File: src/rtl/pipe_pkg.sv
// rtl/pipe_pkg.sv - shared constants for the pipeline stage registers
package pipe_pkg;

    localparam logic [31:0] RESET_PC = 32'h8000_0000;

    localparam int FD_W = 96;
    localparam int DE_W = 160;
    localparam int EM_W = 128;

    // pc field sits in the top word so it comes out of reset at the boot address
    localparam logic [FD_W-1:0] RST_DATA_FD = {RESET_PC, 64'h0};

    function automatic int ptr_w(input int depth);
        return (depth > 1) ? $clog2(depth) : 1;
    endfunction

endpackage

File: src/rtl/pipe_wrap_ctr.sv
// rtl/pipe_wrap_ctr.sv - modulo counter 0..MAX with clear, used for buffer pointers
module pipe_wrap_ctr #(
    parameter int MAX = 1,
    parameter int W   = (MAX > 0) ? $clog2(MAX + 1) : 1
) (
    input  logic         clk,
    input  logic         rst,
    input  logic         clr,
    input  logic         inc,
    output logic [W-1:0] val
);

    localparam logic [W-1:0] LAST = W'(MAX);

    always_ff @(posedge clk) begin
        if (rst || clr) begin
            val <= '0;
        end else if (inc) begin
            val <= (val == LAST) ? '0 : val + W'(1);
        end
    end

endmodule

File: src/rtl/pipe_stage_elastic.sv
// rtl/pipe_stage_elastic.sv - elastic valid/ready stage register with flush
module pipe_stage_elastic
    import pipe_pkg::*;
#(
    parameter int                DATA_W   = FD_W,
    parameter int                DEPTH    = 2,
    parameter logic [DATA_W-1:0] RST_DATA = DATA_W'(RST_DATA_FD),
    parameter bit                BYPASS   = 1'b0
) (
    input  logic                       clk,
    input  logic                       rst,
    input  logic                       flush,
    input  logic                       s_valid,
    output logic                       s_ready,
    input  logic [DATA_W-1:0]          s_data,
    output logic                       m_valid,
    input  logic                       m_ready,
    output logic [DATA_W-1:0]          m_data,
    output logic [$clog2(DEPTH+1)-1:0] count
);

    generate
        if (BYPASS) begin : g_bypass
            assign s_ready = m_ready;
            assign m_valid = s_valid;
            assign m_data  = s_data;
            assign count   = '0;
        end else begin : g_buf
            localparam int PW = ptr_w(DEPTH);
            localparam int CW = $clog2(DEPTH + 1);
            localparam logic [CW-1:0] FULL = CW'(DEPTH);

            logic [DATA_W-1:0] mem [DEPTH];
            logic [DATA_W-1:0] last;
            logic [PW-1:0]     rptr;
            logic [PW-1:0]     wptr;
            logic [CW-1:0]     cnt;
            logic              push;
            logic              pop;

            // handshake flags come from cnt only, so m_ready never reaches s_ready
            assign s_ready = (cnt < FULL);
            assign m_valid = (cnt != '0);
            assign push    = s_valid && s_ready && !flush;
            assign pop     = m_valid && m_ready && !flush;

            pipe_wrap_ctr #(.MAX(DEPTH - 1), .W(PW)) u_wptr (
                .clk (clk),
                .rst (rst),
                .clr (flush),
                .inc (push),
                .val (wptr)
            );

            pipe_wrap_ctr #(.MAX(DEPTH - 1), .W(PW)) u_rptr (
                .clk (clk),
                .rst (rst),
                .clr (flush),
                .inc (pop),
                .val (rptr)
            );

            always_ff @(posedge clk) begin
                if (push) begin
                    mem[wptr] <= s_data;
                end
            end

            always_ff @(posedge clk) begin
                if (rst || flush) begin
                    cnt <= '0;
                end else if (push && !pop) begin
                    cnt <= cnt + CW'(1);
                end else if (pop && !push) begin
                    cnt <= cnt - CW'(1);
                end
            end

            // an empty stage keeps showing the last payload it handed on
            always_ff @(posedge clk) begin
                if (rst) begin
                    last <= RST_DATA;
                end else if (pop) begin
                    last <= mem[rptr];
                end
            end

            assign m_data = m_valid ? mem[rptr] : last;
            assign count  = cnt;
        end
    endgenerate

endmodule

File: config.mk
export PLATFORM = sky130hd
export DESIGN_NAME = pipe_stage_elastic
export DESIGN_NICKNAME = d
export VERILOG_FILES = /design/src/rtl/pipe_pkg.sv /design/src/rtl/pipe_wrap_ctr.sv /design/src/rtl/pipe_stage_elastic.sv
export SDC_FILE = /design/constraint.sdc
export NUM_CORES = 1
export LEC_CHECK = 0
export CAP_MARGIN = 10
export CORE_UTILIZATION = 53
export DETAILED_ROUTE_END_ITERATION = 8
export PLACE_DENSITY_LB_ADDON = 0.15
export SYNTH_ARGS = -nofsm -noshare
export SYNTH_HDL_FRONTEND = slang
export SYNTH_SLANG_ARGS = --single-unit
File: constraint.sdc
create_clock -name clk -period 7.11 [get_ports clk]
set_clock_uncertainty 0.1 [all_clocks]
set_input_delay 1.0665 -clock clk [delete_from_list [all_inputs] [get_ports clk]]
set_output_delay 1.0665 -clock clk [all_outputs]
set_load 0.01 [all_outputs]
* Yosys cells after proc, flatten, opt, wreduce, memory -nomap -nowiden
Memories as Yosys holds them, arrays and structs flattened. A register that Yosys moved wholly into a read port is not among the register bits. Cells that the tools add are included.
Cells by class: multiplexer cells 9, order comparisons 1, add/sub/neg operators 4, reductions and logical operators 12
Operators with widths (number):
- two-way mux 96 bit | 1
- logical AND 1 bit | 6
- two-way mux 1 bit | 6
- two-way mux 2 bit | 2
- nonzero test 2 bit | 2
- logical NOT 1 bit | 3
- adder 1 bit (second input constant) | 2
- adder 2 x 1 -> 2 bit (second input constant) | 1
- < comparator 2 bit (second input constant) | 1
- subtractor 2 x 1 -> 2 bit (second input constant) | 1
- logical OR 1 bit | 1
Storage, ports and cells: memories kept 1, bits in registers 100, bits of input ports 101, output and inout port bits 100, RAM bits 192
Memories:
- g_buf.mem | words 2, width 96, rd ports 1, clocked after memory_dff 1, wr ports 1, line pipe_stage_elastic.sv:33 | logic [DATA_W-1:0] mem [DEPTH];

* Logic depth before layout (Yosys ltp)
Gate-level depths: netlist of run 1.
depth after elaboration 7, gate-level depth with buffers 8, mapped depth without buffers 6

* By module
Synthesis of run 1 repeated with hierarchy kept, for this count alone.
Second synthesis, totals: cells, all modules 866, area total of the unflattened synthesis 11737.5 um2
Modules (own cells, without submodules):
- pipe_stage_elastic | cells each 860, instances 1, sequential area each 7727.4 um2, area an instance 11659.9 um2
- pipe_wrap_ctr | cells each 3, instances 2, sequential area each 20.0 um2, area an instance 38.8 um2

* Worst setup path before layout of run 1
OpenSTA, ideal clock, no wires.
path type input to register, start point input flush, end point memory g_buf.mem[0][0] (netlist bit) (enable), data arrival time 5.756 ns, buffers on the path 1, stages on the path 3, setup slack 0.691 ns, cell sequence buf_2 > nor3b_2 > nor2b_1
On the way: word-level cells in the longest chain between the ends 4
Ends and longest elaborated chain:
- start: declaration | line pipe_stage_elastic.sv:12 | input logic flush,
- logical NOT 1 bit | line pipe_stage_elastic.sv:44 | assign push = s_valid && s_ready && !flush;
- logical AND 1 bit | line pipe_stage_elastic.sv:44
- via g_buf.push | line pipe_stage_elastic.sv:38 | logic push;
- two-way mux 1 bit | line pipe_stage_elastic.sv:64 | if (push) begin
- two-way mux 1 bit (not written as such) | line pipe_stage_elastic.sv:65 | mem[wptr] <= s_data;
- end: declaration | line pipe_stage_elastic.sv:33
The timed path passes the listed nets, and every way through them passes these cells.

* Worst setup path after layout of run 1
start point register g_buf.cnt[1], in the netlist count[1], end point output m_data[83]
On the way: word-level cells in the longest chain between the ends 2
Ends and longest elaborated chain:
- start: declaration | line pipe_stage_elastic.sv:37 | logic [CW-1:0] cnt;
- start signal: assignment | line pipe_stage_elastic.sv:73 | cnt <= cnt + CW'(1);
- start signal: assignment | line pipe_stage_elastic.sv:75 | cnt <= cnt - CW'(1);
- nonzero test 2 bit | line pipe_stage_elastic.sv:43 | assign m_valid = (cnt != '0);
- two-way mux 96 bit | line pipe_stage_elastic.sv:88 | assign m_data = m_valid ? mem[rptr] : last;
- end: declaration | line pipe_stage_elastic.sv:18 | output logic [DATA_W-1:0] m_data,
Every way passes these cells.

==> impl_metrics.toml, run 1 <==
[worst_setup_path]
regToRegEndpoint = "g_buf.last[10]$_SDFFE_PP0P_"
crit_fanout = 118
worst-r2r-setup-slack_ps = 3840
startpoint_type = "flip-flop"
end_kind = "output port"
crit_arrival_ps = 3280
rr_worst_depth = 5
required_ps = 5940
worstReg2RegStart = "count[1]$_SDFFE_PP0P_"
crit_type = "flip-flop to output port"

[synth]
synth-seq-area-share = 0.675
ys_seq_elements = 293
syn_area_um2 = 11500
synth_fp_nets = 982
syn_avg_cell_area_um2 = 13.1
synthCells = 880
ys_types = 28
yosysWarnings = 0

[grt]
antenna_found_initial = 4
grt_pass1_wl_mm = 36.8
grt_pass1_vias = 7256
grt_max_degree = 119
overflow = 0
track_usage = 0.210

[drt]
remaining_drc_errors = 0
drtIter0Drc = 469
wirelength_mm = 23.8
post_drt_via_cell_ratio = 5.66
postRouteAntennaNets = 0
dr.pass1.iters = 5
num_vias = 7578
wire_per_inst_um = 17.8

[power]
power_density_nw_per_um2 = 265
power.share.combinational = 0.113
swShare = 0.226
p_switching_mw = 0.868
cellInternalPower_mw = 2.98
vdd_drop_max_uv = 241
p_seq_frac = 0.491
p_leak_nw = 4.52
clkPwrFrac = 0.396

[hold_path]
hold_class = "flip-flop to flip-flop"
holdPathStages = 1
whs_endpoint = "g_buf.last[95]$_SDFFE_PP1P_"
hold_start = "g_buf.last[95]$_SDFFE_PP1P_"

[cts]
cts.clk_slew.worst_paths_ps = 60
cts_hold_buf = 0
h-tree-depth = 1
cts.sink_count = 293
root_buffer = "clkbuf_16"
post_cts_buffers = 0
cts_buffers = 31
insertion_delay_ps = 550
ctsResizeCount = 0
cts_tree = "yes"
clockBufferDepth = 3

[final_layout]
area_growth_pct = 25.8
final_cell_mix = "199 x clkdlybuf4s50_1, 192 x edfxtp_1, 191 x a21oi_1"
drive_above_1_share = 0.0585
final_cells = 1338
num-nets-final = 1137
mostFrequentLayoutCell = "clkdlybuf4s50_1"

[floorplanning]
die_h_um = 149
io_pins = 201
core_area_um2 = 21200
die-area_um2 = 22300
start_util = 0.545
chipWidth_um = 149
rows = 53

[sta]
fin_crit_sh = 0.625
hold_viol = 0
clock.fmax_mhz = 225
slew_headroom = 0.220
tns_ps = 0
finalWorstSetupSlack_ps = 2660
fin_hold_ws_ps = 366
worstMarginPinSlew_ps = 1170
setup_viol = 0
rsz0062_at_grt = "false"
min_period_ps = 4450
slew_violations = 0

[job]
cap_violations = 0

[status]
status = "finished clean"

[place]
dp_hpwl_mm = 14.1
post-place-cells = 1277
io_buffers = 200
post-place-ws_ps = 2980
gp_congestion = 0.737
cell families after synthesis:
family / count (synthesis) / synth area share
flip-flops: 293 / 0.675
AO/OA/AOI/OAI: 290 / 0.158
AND/OR/NAND/NOR: 107 / 0.0372
multiplexers: 96 / 0.0834
buffers and inverters: 89 / 0.0421
XOR/XNOR: 4 / 0.00304
adder cells (fa/ha/maj): 1 / 0.00109
flip-flops by register name (all words and copies together) (netlist names), named ones only:
signal            count
count                 2
g_buf.u_wptr.val      1
g_buf.last           96
g_buf.mem           192
g_buf.u_rptr.val      1
worst max-delay path by stage:
stage,cells after the start,to,startpoint,slack (ps)
after floorplan,3,g_buf.mem[0][0]$_DFFE_PP_,flush,690
after global placement,6,g_buf.last[15]$_SDFFE_PP0P_,m_ready,3080
after detailed placement,6,g_buf.last[10]$_SDFFE_PP0P_,m_ready,2980
after CTS,5,m_data[31],count[1]$_SDFFE_PP0P_,2650
after global routing,5,m_data[74],count[1]$_SDFFE_PP0P_,2470
final,5,m_data[83],count[1]$_SDFFE_PP0P_,2660
synthesized netlist by cell type:
| master | n | area [um^2] |
|---|---|---|
| nor2_1 | 96 | 360 |
| inv_2 | 1 | 3.75 |
| a21oi_1 | 191 | 956 |
| or3_1 | 1 | 6.26 |
| ha_1 | 1 | 12.5 |
| mux2i_1 | 96 | 961 |
| nor3_1 | 4 | 20.0 |
| xor2_1 | 2 | 17.5 |
| or2_1 | 1 | 6.26 |
| inv_1 | 1 | 3.75 |
| buf_2 | 46 | 230 |
| and2_1 | 1 | 6.26 |
| o21a_2 | 1 | 8.76 |
| buf_6 | 7 | 78.8 |
| xnor2_1 | 2 | 17.5 |
| nor2b_1 | 1 | 6.26 |
| o21ai_0 | 1 | 5.00 |
| buf_4 | 11 | 82.6 |
| a311oi_1 | 95 | 832 |
| nand2_1 | 1 | 3.75 |
| nor3b_2 | 1 | 12.5 |
| a211o_1 | 1 | 8.76 |
| edfxtp_1 | 192 | 5770 |
| nor3b_1 | 1 | 7.51 |
| a211oi_1 | 1 | 7.51 |
| dfxtp_1 | 101 | 2020 |
| buf_1 | 4 | 15.0 |
| clkbuf_1 | 19 | 71.3 |
layout make-up:
| class | instances | area (um^2) |
|---|---|---|
| inverter | 2 | 12.5 |
| timing repair buffer | 209 | 2080 |
| tap | 275 | 344 |
| clock buffer | 43 | 881 |
| fill | 1536 | 6660 |
| multi-input combinational | 498 | 3270 |
| antenna | 3 | 7.51 |
| sequential | 293 | 7790 |
| clock inverter | 15 | 109 |
per-layer routing:
layer	GRT usage	wire [um]
met5	0	0
met4	0.0806	762
met3	0.0409	1560
met2	0.350	11400
met1	0.272	10100
per-stage QoR:
stage / total power, mW / util / cell area (um^2)
6_report: 3.84 / 0.685 / 14500
5_1_grt: 3.99 / 0.685 / 14500
4_1_cts: 3.88 / 0.685 / 14500
3_5_place_dp: 2.36 / 0.638 / 13500
3_3_place_gp: 2.35 / 0.638 / 13500
2_1_floorplan: 2.14 / - / 11500
power groups by stage:
stage / sequential (mW) / clock [mW] / combinational, mW
2_1_floorplan: 1.92 / 0 / 0.221
3_3_place_gp: 1.92 / 0 / 0.430
3_5_place_dp: 1.92 / 0 / 0.435
4_1_cts: 1.89 / 1.55 / 0.438
5_1_grt: 1.89 / 1.63 / 0.470
6_report: 1.89 / 1.52 / 0.434
worst max-delay path: stages, from the launching register on:
cell and delay, ps:
dfxtp_1 580, or2_4 740, buf_12 430, nor2_1 70, a21oi_1 190, clkdlybuf4s50_1 570
No activity file was read; power rests on OpenSTA's default activity.
==> run 2: changes to the inputs <==
clock period = 4.5 ns   (was 7.11 ns; I/O delays follow)
==> run 2 against run 1 <==
Register-to-register slack worse by 1500 ps. Critical endpoint is now m_data[65]. Die area stayed put. Cell count down 0.60%. Global-route usage increased by 1.1 points. Sequential share of layout area is essentially flat. Via count increased by 1.6%. Core utilization decreased by 0.053 points. Combinational power rose by 63%. First-iteration DRC count is 10% higher. Non-clock buffer count increased by 1.
==> impl_metrics.toml, run 2 (synthesized netlist as in run 1, its figures left out) <==
[place]
gp_congestion = 0.734
place_area_um2 = 13600
io_buffers = 200
dp_hpwl_mm = 14.3

[floorplanning]
io_pins = 201
start_util = 0.545
core_area_um2 = 21200
rows = 53
die_h_um = 149
chipWidth_um = 149
die-area_um2 = 22300

[drt]
wirelength_mm = 24.8
postRouteAntennaNets = 0
wire_per_inst_um = 18.6
post_drt_via_cell_ratio = 5.79
drtIter0Drc = 516
dr.pass1.iters = 5
num_vias = 7697
remaining_drc_errors = 0

[sta]
fin_crit_sh = 0.815
slew_violations = 0
slew_headroom = 0.286
worstMarginPinSlew_ps = 1070
rsz0062_at_grt = "false"
tns_ps = 0
hold_viol = 0
min_period_ps = 3670
setup_viol = 0
clock.fmax_mhz = 273
fin_hold_ws_ps = 391

[grt]
grt_pass1_vias = 7347
overflow = 0
track_usage = 0.221
grt_pass1_wl_mm = 38.4
antenna_found_initial = 1
grt_max_degree = 193

[worst_setup_path]
crit_arrival_ps = 2890
cp-startpoint = "count[1]$_SDFFE_PP0P_"
cp_slowest_cell = "or2_4"
crit_fanout = 70
crit_type = "flip-flop to output port"
end_kind = "output port"
startpoint_type = "flip-flop"
regToRegEndpoint = "g_buf.mem[1][87]$_DFFE_PP_"
required_ps = 3720
rr_worst_depth = 3
cp_slowest_stage_delay_ps = 680
worstReg2RegStart = "count[1]$_SDFFE_PP0P_"
worst-r2r-setup-slack_ps = 2300
crit_chain = "or2_4, buf_12, nor2_1, a21oi_1, clkdlybuf4s50_1"

[final_layout]
diodes = 0
final_cell_mix = "199 x clkdlybuf4s50_1, 192 x edfxtp_1, 191 x a21oi_1"
drive_above_1_share = 0.0550
largest_reg_flops = 192
final_util = 0.685
stdcell_area_um2 = 14500
area_growth_pct = 25.7
mostFrequentLayoutCell = "clkdlybuf4s50_1"
num-nets-final = 1136
largest-register = "g_buf.mem"

[cts]
cts_hold_buf = 0
cts_buffers = 29
post_cts_buffers = 0
ctsResizeCount = 0
cts_tree = "yes"
insertion_delay_ps = 530
h-tree-depth = 1
cts.sink_count = 293
cts.clk_slew.worst_paths_ps = 60
clockBufferDepth = 3
root_buffer = "clkbuf_16"

[power]
vdd_drop_max_uv = 378
power_density_nw_per_um2 = 413
p_leak_nw = 4.50

[hold_path]
whs_endpoint = "g_buf.last[95]$_SDFFE_PP1P_"
holdPathStages = 1
hold_class = "flip-flop to flip-flop"
hold_start = "g_buf.last[95]$_SDFFE_PP1P_"

[job]
cap_violations = 0

[status]
status = "finished clean"
[run 2: changes by cell type in the layout (fill, tap and decap cells not counted), sizes merged]
| cell | before | now |
|---|---|---|
| inv | 3 | 2 |
| clkbuf | 43 | 44 |
| buf | 10 | 11 |
| diode | 3 | 0 |
| bufinv | 1 | 2 |
| clkinv | 12 | 5 |
[run 2: worst max-delay path by stage]
stage	cells after the start	slack [ps]	to
global route	5	610	m_data[65]
detailed placement	4	1300	g_buf.mem[1][87]$_DFFE_PP_
global placement	4	1340	g_buf.mem[1][88]$_DFFE_PP_
floorplan	3	310	g_buf.mem[0][0]$_DFFE_PP_
finish	5	830	m_data[65]
CTS	5	820	m_data[65]
[run 2: cell type report]
cell class | count | area (um^2)
clock inverter | 8 | 92.6
inverter | 2 | 12.5
clock buffer | 44 | 823
fill | 1545 | 6670
multi-input combinational | 498 | 3270
sequential | 293 | 7790
timing repair buffer | 210 | 2150
tap | 275 | 344
[run 2: power breakdown]
| group | total, mW | leakage (nW) | internal, mW | switching (mW) |
|---|---|---|---|---|
| registers | 2.98 | 2.58 | 2.95 | 0.0271 |
| clock network | 2.30 | 0.446 | 1.37 | 0.934 |
| logic | 0.706 | 1.47 | 0.338 | 0.367 |
[run 2: worst max-delay path: cells and delay by family, from the launching register on]
| family | cells | cell delay, ps |
|---|---|---|
| AO/OA/AOI/OAI | 1 | 220 |
| AND/OR/NAND/NOR | 2 | 750 |
| buffers and inverters | 2 | 930 |
| flip-flops | 1 | 440 |
[run 2: stage by stage]
stage / total power [mW] / worst slack (ps) / cells
final: 5.99 / 831 / 1330
after global routing: 6.21 / 613 / 1330
after CTS: 6.04 / 818 / 1330
after detailed placement: 3.74 / 1300 / 1278
after global placement: 3.73 / 1340 / 1278
after floorplan: 3.38 / 313 / 880
[run 2: layer usage]
layer	track usage	wire [um]	up-vias
met5	0	13	-
met4	0.0551	501	2
met3	0.0399	1570	36
met2	0.360	12000	270
met1	0.308	10700	3697
li1	-	-	3692
